--- src/rtl/xor_parity_rx.sv ---
// Serial frame receiver: start bit, DATA_W data bits LSB first, XOR parity bit, stop bit.
// Reports the recovered word with parity and framing status as a one-cycle data_valid pulse.
module xor_parity_rx #(
    parameter int DATA_W       = 8,
    parameter int CLKS_PER_BIT = 4,
    parameter int ODD_PARITY   = 0
) (
    input  logic              clk,
    input  logic              rst,
    input  logic              rx_in,
    output logic [DATA_W-1:0] data_out,
    output logic              data_valid,
    output logic              parity_err,
    output logic              frame_err,
    output logic              busy
);

    localparam int HALF = CLKS_PER_BIT / 2;
    localparam int CW   = $clog2(CLKS_PER_BIT);
    localparam int BW   = (DATA_W > 1) ? $clog2(DATA_W) : 1;

    localparam logic [CW-1:0] HALF_LOAD = CW'(HALF - 1);
    localparam logic [CW-1:0] BIT_LOAD  = CW'(CLKS_PER_BIT - 1);
    localparam logic [BW-1:0] LAST_BIT  = BW'(DATA_W - 1);
    localparam logic          ODD       = (ODD_PARITY != 0);

    // state  | meaning
    // IDLE   | line idle, waiting for a falling edge
    // START  | timing to mid start bit to confirm it is not a glitch
    // DATA   | sampling DATA_W data bits at bit centres
    // PARITY | sampling the transmitted parity bit
    // STOP   | sampling the stop bit and publishing the frame
    // BREAK  | stop bit was low; wait for the line to return high
    typedef enum logic [2:0] {
        IDLE,
        START,
        DATA,
        PARITY,
        STOP,
        BREAK
    } state_t;

    state_t            state;
    logic [CW-1:0]     cnt;
    logic [BW-1:0]     bit_idx;
    logic [DATA_W-1:0] shreg;
    logic              par_acc;
    logic              par_bit;
    logic              tick;

    // Down-counter reaching zero marks the sampling point of the current bit.
    assign tick = (cnt == '0);
    assign busy = (state != IDLE);

    always_ff @(posedge clk) begin
        if (rst) begin
            state      <= IDLE;
            cnt        <= '0;
            bit_idx    <= '0;
            shreg      <= '0;
            par_acc    <= 1'b0;
            par_bit    <= 1'b0;
            data_out   <= '0;
            data_valid <= 1'b0;
            parity_err <= 1'b0;
            frame_err  <= 1'b0;
        end else begin
            data_valid <= 1'b0;
            case (state)
                IDLE: begin
                    if (!rx_in) begin
                        state   <= START;
                        cnt     <= HALF_LOAD;
                        bit_idx <= '0;
                        par_acc <= 1'b0;
                    end
                end
                START: begin
                    if (tick) begin
                        if (!rx_in) begin
                            state <= DATA;
                            cnt   <= BIT_LOAD;
                        end else begin
                            state <= IDLE;
                            cnt   <= '0;
                        end
                    end else begin
                        cnt <= cnt - 1'b1;
                    end
                end
                DATA: begin
                    if (tick) begin
                        shreg[bit_idx] <= rx_in;
                        par_acc        <= par_acc ^ rx_in;
                        cnt            <= BIT_LOAD;
                        if (bit_idx == LAST_BIT) begin
                            bit_idx <= '0;
                            state   <= PARITY;
                        end else begin
                            bit_idx <= bit_idx + 1'b1;
                        end
                    end else begin
                        cnt <= cnt - 1'b1;
                    end
                end
                PARITY: begin
                    if (tick) begin
                        par_bit <= rx_in;
                        cnt     <= BIT_LOAD;
                        state   <= STOP;
                    end else begin
                        cnt <= cnt - 1'b1;
                    end
                end
                STOP: begin
                    if (tick) begin
                        // Errors never suppress the pulse; both flags travel with the word.
                        data_out   <= shreg;
                        parity_err <= par_acc ^ par_bit ^ ODD;
                        frame_err  <= ~rx_in;
                        data_valid <= 1'b1;
                        cnt        <= '0;
                        state      <= rx_in ? IDLE : BREAK;
                    end else begin
                        cnt <= cnt - 1'b1;
                    end
                end
                BREAK: begin
                    if (rx_in) begin
                        state <= IDLE;
                    end
                end
                default: begin
                    state <= IDLE;
                    cnt   <= '0;
                end
            endcase
        end
    end

endmodule

--- config.mk ---
export PLATFORM = sky130hd
export DESIGN_NAME = xor_parity_rx
export DESIGN_NICKNAME = d
export VERILOG_FILES = /design/src/rtl/xor_parity_rx.sv
export SDC_FILE = /design/constraint.sdc
export NUM_CORES = 1
export LEC_CHECK = 0
export ABC_AREA = 1
export BUFFER_PORTS_ARGS = -buffer_cell sky130_fd_sc_hd__buf_2
export CAP_MARGIN = 20
export CORE_ASPECT_RATIO = 0.8
export CORE_MARGIN = 2
export CORE_UTILIZATION = 60
export CTS_CLUSTER_SIZE = 20
export DETAILED_ROUTE_END_ITERATION = 16
export PLACE_DENSITY = 0.87
export SLEW_MARGIN = 20
export SYNTH_ARGS = -nofsm -noshare
export SYNTH_HDL_FRONTEND = slang
export SYNTH_SLANG_ARGS = --single-unit
--- constraint.sdc ---
create_clock -name clk -period 2.4 [get_ports clk]
set_input_delay 0.12 -clock clk [delete_from_list [all_inputs] [get_ports clk]]
set_output_delay 0.12 -clock clk [all_outputs]
set_load 0.005 [all_outputs]
==> impl_results.md <==
* DR pass1 iterations at 5
* Slowest stage cell, crit path: ha_1
* CTS tree: built
* Number of buffers added for setup after CTS at 0
* Commonest non-fill, non-tap cell in the layout: nand2_1
* Hold Fails Final Rpt at 0
* Delay of the slowest critical-path stage at 0.55 ns
* Initial antenna violation count at 0
* DRT iter0 DRCs at 75
* Reg2reg end: shreg[2]
* Critical path peak fanout at 17
* CP Launch Type: flip-flop
* Number of endpoints failing setup at the final stage at 0
* CP Capture Point: shreg[2]
* Max Cap Viol at 0
* Mean Syn Cell Area at approximately 7 um2
* Final HPWL DP at roughly 2000 um
* Period utilization at 74.1%
* Status: finished clean
* Lkg Pwr at between 0.7 and 0.8 nW
* Number of vias per cell at ~5.2
* Htree depth at 2
* Die Width at ~60 um
* Max VDD drop at roughly 0.8 mV
* Routed wire length at 2790 um
* Largest net degree at the start of global routing at 19
* Flops & latches, synth at 29
* CP Capture Type: flip-flop
* Reg2Reg Launch Point: cnt[0]
* Overflow left after global routing at 0
* RSZ-0062 raised after global routing: no
* Post-synth cell types at 24
* Worst clock skew at between 0.009 and 0.01 ns
* Post-synth EDFFs at 0
* Die H at around 48 um
* Minimum clock period at around 1.8 ns
* Total number of yosys warnings at 0
* Clk root buf: clkbuf_4
* Setup TNS at 0 ns
* Pwr dens at 1140 mW/mm2
* Data arrival, critical path at 2.02 ns
* FP Rows at 16
* CP Data Required Time at about 2.6 ns
* Clock edge transition at the registers on the reported setup and hold paths at roughly 0.1 ns
* Max Slew Vio Count at 0
* Worst path depth at 9
* Syn nets at 219
* PortBufs at 14
* Synth top area share at around two fifths
* Max Root-Sink Buffers at 2
* Antenna Violating Nets Remaining at 0
* Crit path kind: flip-flop to flip-flop
* Crit. Startpoint: cnt[0]
* Residual DRC count at 0
* Synth async-reset ratio at 0%
* First-pass GRT wire length at around 5000 um
* Final #Nets at 233
* Fmax at 0.562 GHz
* Number of buffers created by CTS at 5
* Mapped Cells at 210
* Synth area leaders: dfxtp_1, nand2_1, nor2_1
* Area growth, synth to finish at 8.54%
* Seq/Total Area, Yosys at 39.2%
* Tightest Pin Transition at roughly 0.57 ns
* Ant diodes at 0
* DR vias at ~1300
* Slew headroom at between 60% and 70%
* Worst Hold Class: input port to flip-flop
* Dpl ws at between 0.6 and 0.7 ns
* Mapped cell area at 0.00148 mm2
* Routed WL per cell at ~11 um
* Final critical-path setup slack at roughly 0.62 ns
* Reg2Reg Setup Slack at roughly 0.62 ns
* Most frequent cells in the layout: nand2_1, nor2_1, dfxtp_1, nand3_1, a21oi_1
* Core area at about 0.0024 mm2
* Worst skew pair latency at ~0.34 ns
* Post-CTS sizing at 0
* CTS Sinks at 29
* Total track usage at between 20 and 25%
* Layout cell share with drive strength beyond 1 at 20.9%
* Top Ports at 15
* Initial cell density of the core at 61.6%
* GPL Wtd Cong at 0.861
* Area leader, netlist: dfxtp_1
* Crit-path cells: inv_1, ha_1, inv_2, nor2_8, nand2_4, nor2_2, nand2_1, nand2_1, nor2_2
* Worst-case reg-to-reg path depth at 9
* Buf/Inv on CP at 2
* Prevailing post-synth register cell: dfxtp_1
* Vias in the first global route at between 1000 and 1500
* Final core utilization at 66.9%
* Critical path's top delay family: adder cells
* Die area at about 0.0029 mm2
* CTS hold repair buffers at 0
## cell type report
class	count	area (um2)
tap	27	33.8
timing repair buffer	14	70.1
clock inverter	3	17.5
sequential	29	581
fill	205	796
inverter	16	60.1
multi-input combinational	158	807
clock buffer	5	37.5
## metrics by stage
stage	cell area, um2	std cells	hold WS, ns	total power, mW
2_1_floorplan	1480	210	0.189	1.38
3_3_place_gp	1550	244	0.410	1.51
3_5_place_dp	1550	244	0.428	1.53
4_1_cts	1610	252	0.0707	1.83
5_1_grt	1610	252	0.0822	2.01
6_report	1610	252	0.0780	1.83
## routing by layer
layer	wire, um	global-route usage [%]	share of wire, %
met5	0	0	0
met4	44	7.78	1.6
met3	168	8.02	6.0
met2	1110	29.7	40
met1	1470	33.2	53
## kinds of logic after synthesis
kind of cell / synth area share, %
AOI/OAI and AO/OA: 10.3
xor gates and xnor gates: 0.592
adders and majority gates: 5.07
buffers and inverters: 6.26
DFF: 39.2
and+or+nand+nor: 38.5
## cells in the mapped netlist, types with 2 or more instances
master    count
inv_1        10
o21ai_0       6
nand2_2       2
nor2_4        2
nand2_1      51
nand3_1      17
o21ai_1       7
buf_2         2
inv_2         5
nand2_4       3
ha_1          6
nor2_2       10
clkbuf_1      4
a21oi_1      16
nor2_1       32
dfxtp_1      29
## worst reg2reg max path, delay by kind of cell (launching register included)
family / cells / cell delay (ns)
flops: 1 / 0.34
fa+ha+maj: 1 / 0.55
simple gates: 6 / 0.53
buf+inv: 2 / 0.28
## worst min path at each step
stage,slack [ns],to,startpoint,depth (start not counted)
global route,0.08,frame_err,rx_in,2
finish,0.08,frame_err,rx_in,2
global placement,0.41,frame_err,rx_in,2
CTS,0.07,frame_err,rx_in,2
detailed placement,0.43,frame_err,rx_in,2
floorplan,0.19,data_out[5],rst,1
## where the power goes
part	leakage (nW)	internal, mW	switching (mW)
registers	0.235	0.563	0.107
logic	0.463	0.279	0.583
clock network	0.0310	0.110	0.189
total	0.729	0.952	0.880
## sequential cells by signal, summed over array words and instances, names as in the netlist
register,flops
frame_err,1
shreg,8
cnt,2
par_acc,1
state,3
parity_err,1
data_out,8
par_bit,1
data_valid,1
bit_idx,3
Note: power is estimated with default switching activity, not from simulation.
